`src/rtl/pc_seq_pkg.sv`:
```
// Shared types and helpers for the PC sequencer: FSM states, redirect
// select codes and the jump-target concatenation.
package pc_seq_pkg;

  typedef enum logic [1:0] {
    IDLE  = 2'd0,
    FETCH = 2'd1,
    EXEC  = 2'd2,
    HALT  = 2'd3
  } state_t;

  typedef enum logic [1:0] {
    PC_INC = 2'd0,
    PC_BR  = 2'd1,
    PC_JMP = 2'd2
  } pc_sel_t;

  // Jump keeps the top nibble of the current PC; the field is word-indexed.
  function automatic logic [31:0] jump_target(input logic [31:0] pc,
                                              input logic [25:0] addr);
    return {pc[31:28], 2'b00, addr};
  endfunction

endpackage

```
`src/rtl/pc_next_calc.sv`:
```
// Combinational next-PC selection: sequential, branch-relative or jump.
module pc_next_calc
  import pc_seq_pkg::*;
(
  input  logic    [31:0] pc,
  input  pc_sel_t        sel,
  input  logic    [31:0] imm,
  input  logic    [25:0] jaddr,
  output logic    [31:0] next_pc
);

  logic [31:0] pc_inc;

  // Modulo-2^32 arithmetic; wrap-around is legal and simply lands out of range.
  always_comb begin
    pc_inc  = pc + 32'd1;
    next_pc = pc_inc;
    case (sel)
      PC_BR:   next_pc = pc_inc + imm;
      PC_JMP:  next_pc = jump_target(pc, jaddr);
      default: next_pc = pc_inc;
    endcase
  end

endmodule

```
`src/rtl/pc_sequencer.sv`:
```
// Fetch/execute controller owning the word-indexed PC. Fetches with a
// req/ack handshake, applies decoder redirects in EXEC and halts with done
// once the PC passes LAST_INDEX (error marks a fetch timeout halt).
// Optional macro PC_SEQ_PERF_EN adds retire and redirect counters.
module pc_sequencer
  import pc_seq_pkg::*;
#(
  parameter logic [31:0] RESET_PC    = 32'd0,
  parameter logic [31:0] LAST_INDEX  = 32'd20,
  parameter int          MEM_TIMEOUT = 8
) (
  input  logic        clk2,
  input  logic        reset,
  input  logic        start,
  output logic        imem_req,
  output logic [31:0] imem_addr,
  input  logic        imem_ack,
  input  logic        branch,
  input  logic        jumpp,
  input  logic [31:0] SignExtImm,
  input  logic [25:0] jumpAdress,
  output logic [31:0] pc_out,
  output logic        retire,
  output logic        busy,
  output logic        done,
  output logic        error
`ifdef PC_SEQ_PERF_EN
  ,
  output logic [31:0] instr_count,
  output logic [31:0] redirect_count
`endif
);

  // Counter value seen on the last FETCH cycle before giving up.
  localparam logic [7:0] TMO_LAST = 8'(MEM_TIMEOUT - 1);

  state_t      state;
  logic [31:0] pc;
  logic [7:0]  tmo_cnt;
  pc_sel_t     sel;
  logic [31:0] next_pc;

  assign pc_out    = pc;
  assign imem_addr = pc;

  // Jump outranks branch when the decoder asserts both.
  always_comb begin
    sel = PC_INC;
    if (jumpp)       sel = PC_JMP;
    else if (branch) sel = PC_BR;
  end

  pc_next_calc u_next (
    .pc      (pc),
    .sel     (sel),
    .imm     (SignExtImm),
    .jaddr   (jumpAdress),
    .next_pc (next_pc)
  );

  // Main FSM; outputs are registered alongside the state they belong to.
  always_ff @(negedge clk2) begin
    if (reset) begin
      state    <= IDLE;
      pc       <= RESET_PC;
      imem_req <= 1'b0;
      retire   <= 1'b0;
      busy     <= 1'b0;
      done     <= 1'b0;
      error    <= 1'b0;
      tmo_cnt  <= 8'd0;
    end else begin
      retire <= 1'b0;
      case (state)
        IDLE, HALT: begin
          if (start) begin
            state    <= FETCH;
            pc       <= RESET_PC;
            error    <= 1'b0;
            imem_req <= 1'b1;
            busy     <= 1'b1;
            done     <= 1'b0;
            tmo_cnt  <= 8'd0;
          end
        end
        FETCH: begin
          // An ack on the expiring cycle still counts as a good fetch.
          if (imem_ack) begin
            state    <= EXEC;
            imem_req <= 1'b0;
            retire   <= 1'b1;
            tmo_cnt  <= 8'd0;
          end else if (tmo_cnt == TMO_LAST) begin
            state    <= HALT;
            imem_req <= 1'b0;
            busy     <= 1'b0;
            done     <= 1'b1;
            error    <= 1'b1;
            tmo_cnt  <= 8'd0;
          end else begin
            tmo_cnt <= tmo_cnt + 8'd1;
          end
        end
        EXEC: begin
          pc <= next_pc;
          if (next_pc > LAST_INDEX) begin
            state <= HALT;
            busy  <= 1'b0;
            done  <= 1'b1;
            error <= 1'b0;
          end else begin
            state    <= FETCH;
            imem_req <= 1'b1;
          end
        end
        default: state <= IDLE;
      endcase
    end
  end

`ifdef PC_SEQ_PERF_EN
  logic accept_start;
  assign accept_start = start && (state == IDLE || state == HALT);

  // Saturating retire and redirect counters, cleared on each new run.
  always_ff @(negedge clk2) begin
    if (reset || accept_start) begin
      instr_count    <= 32'd0;
      redirect_count <= 32'd0;
    end else if (state == EXEC) begin
      if (instr_count != 32'hFFFF_FFFF)
        instr_count <= instr_count + 32'd1;
      if ((branch || jumpp) && redirect_count != 32'hFFFF_FFFF)
        redirect_count <= redirect_count + 32'd1;
    end
  end
`endif

endmodule

```
`config.mk`:
```
export PLATFORM = sky130hd
export DESIGN_NAME = pc_sequencer
export DESIGN_NICKNAME = d
export VERILOG_FILES = /design/src/rtl/pc_seq_pkg.sv /design/src/rtl/pc_next_calc.sv /design/src/rtl/pc_sequencer.sv
export SDC_FILE = /design/constraint.sdc
export NUM_CORES = 1
export LEC_CHECK = 0
export ABC_AREA = 1
export BUFFER_PORTS_ARGS = -buffer_cell sky130_fd_sc_hd__buf_4
export CORE_MARGIN = 3
export CORE_UTILIZATION = 40
export CTS_CLUSTER_DIAMETER = 40
export CTS_CLUSTER_SIZE = 40
export DETAILED_ROUTE_END_ITERATION = 16
export PLACE_DENSITY = 0.64
export SLEW_MARGIN = 20
export SYNTH_ARGS = -nofsm -noshare
export SYNTH_HDL_FRONTEND = slang
export SYNTH_SLANG_ARGS = --single-unit
```
`constraint.sdc`:
```
create_clock -name clk2 -period 7.1 [get_ports clk2]
set_input_delay 1.42 -clock clk2 [delete_from_list [all_inputs] [get_ports clk2]]
set_output_delay 1.42 -clock clk2 [all_outputs]
set_load 0.02 [all_outputs]
```
==> impl_results.md, run 1 <==
- Top cell type's share of synthesized area: 25.4%
- Xor and xnor area share after synthesis: 1.13%
- P_sw: 0.000567 W
- Layout Skew: 0.0204 ns
- WS Path Type: input port to flip-flop
- Pin count of the biggest net entering global routing: 42
- Detailed-route wire length per cell: 14.4 um
- Clock Latency Late Sink: 0.38 ns
- Synth area leaders: nand2_1, dfxtp_1, inv_1
- Syn nets: 1,264
- Chip height: 131 um
- Synth Warn #: 0
- Reg2reg end: done$_SDFFE_NP0P_
- Grt ovf: 0
- Hold path start: error$_SDFFE_NP0P_
- H-tree levels: 2
- Hold Path Stages: 2
- DR pass1 iterations: 5
- Internal Power: 0.000706 W
- Clock Power Share: 26.8%
- Layout area overhead: 41.7%
- Post-Synthesis Mean Instance Area: 5.36 um2
- Synth Area in Compound Gates: 10.2%
- Mapped Cells: 1,159
- Routability Congestion: 0.977
- Hold worst-path end: error$_SDFFE_NP0P_
- Initial Util: 41.8%
- Status: finished, final reports clean
- Reg clk slew, reported paths: 0.03 ns
- DR vias: 7,944
- CP Max Fanout: 4
- Diode count: 0
- Hold WC Path Type: flip-flop to flip-flop
- Core area: 14,900 um2
- Register area share after synthesis: 15.1%
- Final setup margin: 0.0877 ns
- Final ANT Viol Nets: 0
- Peak supply drop: 0.194 mV
- Worst EP arrival: 3.76 ns
- Leading area contributor after synthesis: nand2_1
- Top_reg_cell synth: dfxtp_1
- First-pass GRT wire length: 35.3 mm
- #FFs+latches synth: 47
- CP endpoint kind: flip-flop
- Clock tree sinks: 47
- Synth Area in Simple Gates: 48.9%
- Net Sw Frac: 44.5%
- Async SR Flop Fraction: 0%
- Filler cell count: 1,526
- Mux share of post-synthesis cell area: 0%
- Slew Viols, Final: 0
- DRC viols: 0
- Final setup vio count: 0
- RR Startpoint: imem_addr[1]$_SDFFE_NP0P_
- Startpoint types: input port
- Reg-to-reg slack, setup: 3.09 ns
- PnR Total Power: 0.00127 W
- Global Route Usage Sum: 26.0%
- Die width: 131 um
- Design area: 8800 um2
- Layout Nets: 1,510
- Fin. Hold Viols: 0
- Portion of total power attributed to sequential cells: 25.2%
- Antenna violations before repair: 0
- Max-cap viol count: 0
- Post-DP HPWL: 18.5 mm
- Clk buf depth: 2
- Final wirelength: 22.8 mm
- Slew headroom: 28.8%
- Comb pwr share: 48.0%
- Detailed-route vias per instance: 5.00
- Measured slew at the worst slew-check pin: 1.07 ns
- CTS tree: yes
- DP Worst Slack: -0.369 ns
- Synth cell types: 43
- Largest family of logic cells by synthesized area: simple AND/OR/NAND/NOR gates
- Reg2Reg Depth: 26
- Placed instance area: 7950 um2
- Mapped Area: 6210 um2
- Initial drt markers: 590
- Adder-Cell Fraction of Synth Area: 8.38%
- Post-synth EDFFs: 0
- Row Count: 44
- DIE AREA: 17,100 um2
- Io pins: 133
- IO Port Bufs: 132
- Critical Path RT: 3.85 ns
- Share of post-route cells with drive strength above 1: 27.2%
- Leak pwr: 4.70 nW
- Cts bufs inserted: 5
- Clk root buf: clkbuf_16
- Power per cell area: 145 nW/um2
- Vias in the first global route: 7,304
-- layer usage --
metal  track usage, %  vias to the layer above  part of all wire (%)
li1                 -                     4102                     -
met1             36.7                     3519                    46
met2             41.0                      294                    45
met3             3.78                       29                   7.4
met4             8.11                        0                   2.0
met5                0                        -                     0
-- logic make-up after synthesis --
kind of cell	Yosys count
compound gates	113
simple gates	713
buf+inv	237
flops	47
fa+ha+maj	41
xor+xnor	8
-- worst max-delay path by stage --
stage / startpoint / end / slack [ns] / depth (start not counted)
5_1_grt: SignExtImm[20] / done$_SDFFE_NP0P_ / -0.05 / 18
2_1_floorplan: SignExtImm[0] / busy$_SDFFE_NP0P_ / 0.06 / 22
3_5_place_dp: SignExtImm[0] / busy$_SDFFE_NP0P_ / -0.37 / 21
3_3_place_gp: SignExtImm[12] / error$_SDFFE_NP0P_ / -0.33 / 18
6_report: SignExtImm[22] / done$_SDFFE_NP0P_ / 0.09 / 17
4_1_cts: SignExtImm[0] / done$_SDFFE_NP0P_ / 0.02 / 21
-- cells in the mapped netlist, types with 2 or more instances --
cell type,instances
and2_1,8
a22oi_1,3
nor3_1,15
o21ai_0,12
clkinv_1,3
a21oi_1,72
ha_1,40
nor2_1,105
dfxtp_1,47
buf_2,4
clkbuf_1,14
buf_4,32
nand3b_1,11
xor2_1,6
xnor2_1,2
nor2_2,9
or2_2,7
o22ai_1,4
inv_1,183
nand2_2,5
nand2_1,421
nand4_1,13
a31oi_1,2
nand3_1,112
a21o_1,2
o21ai_1,3
o21bai_1,8
-- sequential cells by signal (all words and copies together) (netlist names) --
| name | cells |
|---|---|
| state | 2 |
| error | 1 |
| retire | 1 |
| busy | 1 |
| imem_addr | 32 |
| done | 1 |
| imem_req | 1 |
| tmo_cnt | 8 |
-- placed cells by master (no fill, tap or decap), types with 4 or more instances in the layout --
| master | n |
|---|---|
| nor2_4 | 5 |
| nor3_1 | 12 |
| a21oi_1 | 59 |
| buf_4 | 242 |
| o22ai_1 | 4 |
| nand2_4 | 5 |
| or2_2 | 7 |
| nor2_2 | 22 |
| inv_1 | 222 |
| ha_1 | 23 |
| nand3_1 | 104 |
| nand2_2 | 37 |
| nor2_1 | 88 |
| nand3b_1 | 11 |
| and2_1 | 8 |
| inv_2 | 8 |
| o21bai_1 | 8 |
| clkbuf_16 | 5 |
| xor2_1 | 6 |
| o21ai_0 | 12 |
| dfxtp_1 | 47 |
| nand2_1 | 385 |
| nand3_2 | 8 |
| a21oi_2 | 14 |
| nand4_1 | 13 |
| ha_4 | 17 |
-- worst max-delay path: stages --
cell     delay [ns]
buf_4          0.12
ha_1           0.35
nand2_1        0.09
buf_4          0.14
nor2_1         0.16
nand2_1        0.11
nor2_1         0.16
nand2_1        0.15
nand3_1        0.12
nand3_1        0.15
nand2_1        0.09
nand2_1        0.09
nor2_4         0.14
nand4_4        0.15
nand2_4        0.12
nand2_2        0.06
a21oi_2        0.13
-- timing repair --
item                       in CTS  in global routing
hold buffers                    0                  0
buffers inserted                0                  4
resized for setup               0                113
setup endpoints to repair       0                  5
-- through the flow --
stage	TNS (ns)	std cells	hold WS [ns]	util, %
after CTS	0	1586	0.466	55.6
after detailed placement	-1.80	1532	0.461	53.5
after global placement	-1.60	1532	0.458	53.5
after floorplan	0	1159	0.439	-
final	0	1590	0.467	59.2
after global routing	-0.118	1590	0.479	59.2
-- power by group through the flow --
stage | registers, W | clock network [W] | logic [W]
floorplan | 0.000335 | 0.0000412 | 0.000315
global placement | 0.000322 | 0.0000412 | 0.000553
CTS | 0.000319 | 0.000357 | 0.000558
detailed placement | 0.000322 | 0.0000412 | 0.000555
global route | 0.000323 | 0.000380 | 0.000675
finish | 0.000320 | 0.000341 | 0.000611
-- final cells by class --
class | instances | area [um2] | share of cell area (%)
Clock buffer | 5 | 125 | 1.42
Clock inverter | 50 | 194 | 2.20
Inverter | 185 | 694 | 7.89
Multi-Input combinational cell | 875 | 4770 | 54.2
Sequential cell | 47 | 941 | 10.7
Tap cell | 184 | 230 | 2.62
Timing Repair Buffer | 244 | 1850 | 21.0
No activity file was read; power rests on OpenSTA's default activity.
==> run 2: changes to the inputs <==
--- a/config.mk
+++ b/config.mk
@@ -5,14 +5,13 @@
 export SDC_FILE = /design/constraint.sdc
 export NUM_CORES = 1
 export LEC_CHECK = 0
-export ABC_AREA = 1
 export BUFFER_PORTS_ARGS = -buffer_cell sky130_fd_sc_hd__buf_4
 export CORE_MARGIN = 3
 export CORE_UTILIZATION = 40
 export CTS_CLUSTER_DIAMETER = 40
 export CTS_CLUSTER_SIZE = 40
 export DETAILED_ROUTE_END_ITERATION = 16
-export PLACE_DENSITY = 0.64
+export PLACE_DENSITY = 0.65
 export SLEW_MARGIN = 20
 export SYNTH_ARGS = -nofsm -noshare
 export SYNTH_HDL_FRONTEND = slang
==> run 2 against run 1 <==
The run now ends with negative setup slack left; synthesized area decreased by 12%; sequential share of layout area increased by 0.44 points; via count decreased by 14%; non-clock buffer count increased by 55; clock-buffer cell count unchanged; first-iteration DRC count decreased by 11%; setup slack got worse by 0.72 ns.
==> impl_results.md, run 2 <==
- Hold path start: busy$_SDFFE_NP0P_ (was error$_SDFFE_NP0P_)
- Reg2Reg Depth: 18 (was 26)
- Multi-input gate area: 4620 um2 (was 4770 um2)
- Post-layout util: 65.4% (was 59.2%)
- P_sw: 0.000483 W (was 0.000567 W)
- Slew headroom: 52.9% (was 28.8%)
- Slew Viols, Final: 0 (unchanged)
- Share of post-route cells with drive strength above 1: 39.6% (was 27.2%)
- Portion of total power attributed to sequential cells: 26.3% (was 25.2%)
- H-tree levels: 2 (unchanged)
- Global Route Usage Sum: 28.4% (was 26.0%)
- Layout area overhead: 55.5% (was 41.7%)
- DIE AREA: 15,000 um2 (was 17,100 um2)
- Pin count of the biggest net entering global routing: 46 (was 42)
- Clock tree sinks: 47 (unchanged)
- Leading area contributor after synthesis: dfxtp_1 (was nand2_1)
- Max-cap viol count: 0 (unchanged)
- Clock Latency Late Sink: 0.38 ns (about the same)
- RR Startpoint: imem_addr[16]$_SDFFE_NP0P_ (was imem_addr[1]$_SDFFE_NP0P_)
- Placed instance area: 7650 um2 (was 7950 um2)
- Top-count cell post-synth: nor2_1 (was nand2_1)
- Post-DP HPWL: 17.2 mm (was 18.5 mm)
- IO Port Bufs: 132 (unchanged)
- Detailed-route vias per instance: 5.69 (was 5.00)
- Mapped Cells: 740 (was 1,159)
- Routed length on met2: 10.5 mm (was 10.2 mm)
- Top cell type's share of synthesized area: 17.3% (was 25.4%)
- DR pass1 iterations: 5 (unchanged)
- Register area share after synthesis: 17.3% (was 15.1%)
- DP Worst Slack: -1.27 ns (was -0.369 ns)
- Net Sw Frac: 40.8% (was 44.5%)
- Row Count: 41 (was 44)
- Final wirelength: 21.9 mm (was 22.8 mm)
- Leak pwr: 3.99 nW (was 4.70 nW)
- Reg-to-reg slack, setup: 1.92 ns (was 3.09 ns)
- Initial Util: 42.0% (was 41.8%)
- Reg2reg end: done$_SDFFE_NP0P_ (unchanged)
- Violated checks: negative setup slack
- #FFs+latches synth: 47 (unchanged)
- Commonest non-fill, non-tap cells in the layout: buf_4, nor2_1, nand2_1, inv_1, dfxtp_1 (was nand2_1, buf_4, inv_1, nand3_1, nor2_1)
- Metal3 WL: 1.89 mm (was 1.68 mm)
- Worst EP arrival: 4.43 ns (was 3.76 ns)
- Vias in the first global route: 6,683 (was 7,304)
- Status: finished with violations (was finished, final reports clean)
- Clk buf depth: 2 (unchanged)
- Post-Synthesis Mean Instance Area: 7.34 um2 (was 5.36 um2)
- Synth cell types: 86 (was 43)
- DR vias: 6,825 (was 7,944)
- Die width: 123 um (was 131 um)
- Hold worst-path end: busy$_SDFFE_NP0P_ (was error$_SDFFE_NP0P_)
- Layout Skew: 0.0253 ns (was 0.0204 ns)
- Post-synth EDFFs: 0 (unchanged)
- Layout Nets: 1,132 (was 1,510)
- Final setup vio count: 7 (was 0)
- Startpoint types: input port (unchanged)
- DRC viols: 0 (unchanged)
- Async SR Flop Fraction: 0% (unchanged)
- Mapped Area: 5440 um2 (was 6210 um2)
- Top_reg_cell synth: dfxtp_1 (unchanged)
- Synth cell count leaders: nor2_1, nand2_1, a21oi_1 (was nand2_1, inv_1, nand3_1)
- Hold Path Stages: 2 (unchanged)
- PnR Total Power: 0.00118 W (was 0.00127 W)
- DRT met1 WL: 9.02 mm (was 10.4 mm)
- Synth area leaders: dfxtp_1, ha_1, nor2_1 (was nand2_1, dfxtp_1, inv_1)
- Cts bufs inserted: 5 (unchanged)
- Measured slew at the worst slew-check pin: 0.701 ns (was 1.07 ns)
- Reg clk slew, reported paths: 0.03 ns (about the same)
- Unrepaired setup endpoints after global routing: true
- Critical Path RT: 3.80 ns (was 3.85 ns)
- Filler cell count: 1,200 (was 1,526)
- Peak supply drop: 0.195 mV (was 0.194 mV)
- Clk root buf: clkbuf_16 (unchanged)
- Hold WC Path Type: flip-flop to flip-flop (unchanged)
- Diode count: 0 (unchanged)
- Internal Power: 0.000701 W (was 0.000706 W)
- Power per cell area: 140 nW/um2 (was 145 nW/um2)
- Antenna violations before repair: 0 (unchanged)
- First-pass GRT wire length: 34.0 mm (was 35.3 mm)
- CP endpoint kind: flip-flop (unchanged)
- Post-CTS Hold Fix Bufs: 0 (unchanged)
- Most common cell after layout, fill and taps aside: buf_4 (was nand2_1)
- Max FFs per register: 32 (unchanged)
- Comb pwr share: 43.9% (was 48.0%)
- Synth Warn #: 0 (unchanged)
- Design area: 8450 um2 (was 8800 um2)
- Routability Congestion: 0.995 (was 0.977)
- Io pins: 133 (unchanged)
- WS Path Type: input port to flip-flop (unchanged)
- Initial drt markers: 528 (was 590)
- Chip height: 123 um (was 131 um)
- Grt ovf: 0 (unchanged)
- DR top layer: met4 (unchanged)
- Clock Power Share: 29.8% (was 26.8%)
- Detailed-route wire length per cell: 18.3 um (was 14.4 um)
- CP Max Fanout: 5 (was 4)
- Syn nets: 845 (was 1,264)
- Fin. Hold Viols: 0 (unchanged)
- CTS tree: yes (unchanged)
- Final setup margin: -0.628 ns (was 0.0877 ns)
- Core area: 12,900 um2 (was 14,900 um2)
- Register area: 941 um2 (unchanged)
- Final ANT Viol Nets: 0 (unchanged)
run 2: worst max-delay path by stage:
stage	from	end	slack (ns)	cells past startpoint
2_1_floorplan	SignExtImm[0]	done$_SDFFE_NP0P_	-0.68	14
3_3_place_gp	SignExtImm[13]	done$_SDFFE_NP0P_	-1.17	13
3_5_place_dp	SignExtImm[1]	done$_SDFFE_NP0P_	-1.27	13
4_1_cts	SignExtImm[0]	done$_SDFFE_NP0P_	-0.65	16
5_1_grt	SignExtImm[0]	done$_SDFFE_NP0P_	-0.69	16
6_report	SignExtImm[13]	done$_SDFFE_NP0P_	-0.63	14
run 2: layout make-up:
type / count / share of cell area (%)
repair buffers: 299 / 27.0
multi-input cells: 609 / 54.7
flip-flops and latches: 47 / 11.1
well taps: 172 / 2.55
inverters: 18 / 0.800
clock inverters: 50 / 2.37
clock buffers: 5 / 1.48
run 2: repair_timing:
item                       4_1_cts  5_1_grt
gates cloned                     0        0
setup buffers                    9        5
setup endpoints to repair       11       13
resized for setup               38       43
hold endpoints to repair         0        0
pin swaps                       30       39
run 2: cells by family (layout without fill, tap and decap cells):
family | count (synthesis) | after routing | share of synthesized area, %
fa+ha+maj | 41 | 41 | 9.58
flops | 47 | 47 | 17.3
mux | 13 | 13 | 2.65
xor+xnor | 44 | 44 | 7.09
compound gates | 211 | 211 | 26.6
buf+inv | 84 | 372 | 8.22
simple gates | 300 | 300 | 28.6
run 2: through the flow:
stage	std cells	hold WS, ns	TNS [ns]
2_1_floorplan	740	0.472	-2.80
3_3_place_gp	1134	0.463	-10.37
3_5_place_dp	1134	0.477	-11.50
4_1_cts	1196	0.500	-3.29
5_1_grt	1200	0.535	-4.00
6_report	1200	0.494	-3.19
run 2: metal layers:
layer,up-vias,GRT usage (%)
met5,-,0
met4,0,8.54
met3,56,6.18
met2,309,47.9
met1,3194,36.4
li1,3266,-
run 2: power by group through the flow:
stage	logic, W	registers (W)	clock network [W]
after detailed placement	0.000483	0.000314	0.0000412
after global placement	0.000475	0.000313	0.0000412
final	0.000520	0.000312	0.000352
after CTS	0.000499	0.000311	0.000366
after global routing	0.000562	0.000315	0.000393
after floorplan	0.000263	0.000328	0.0000412
run 2: critical path, cell delays in order:
cell	delay (ns)
buf_6	0.09
ha_4	0.28
nand4_1	0.11
buf_6	0.15
nor3_4	0.20
a22oi_2	0.14
a211o_1	0.33
a211o_1	0.34
and4_4	0.22
o211a_1	0.23
nor3_4	0.21
nand3_1	0.09
o2111a_2	0.30
mux2_4	0.29
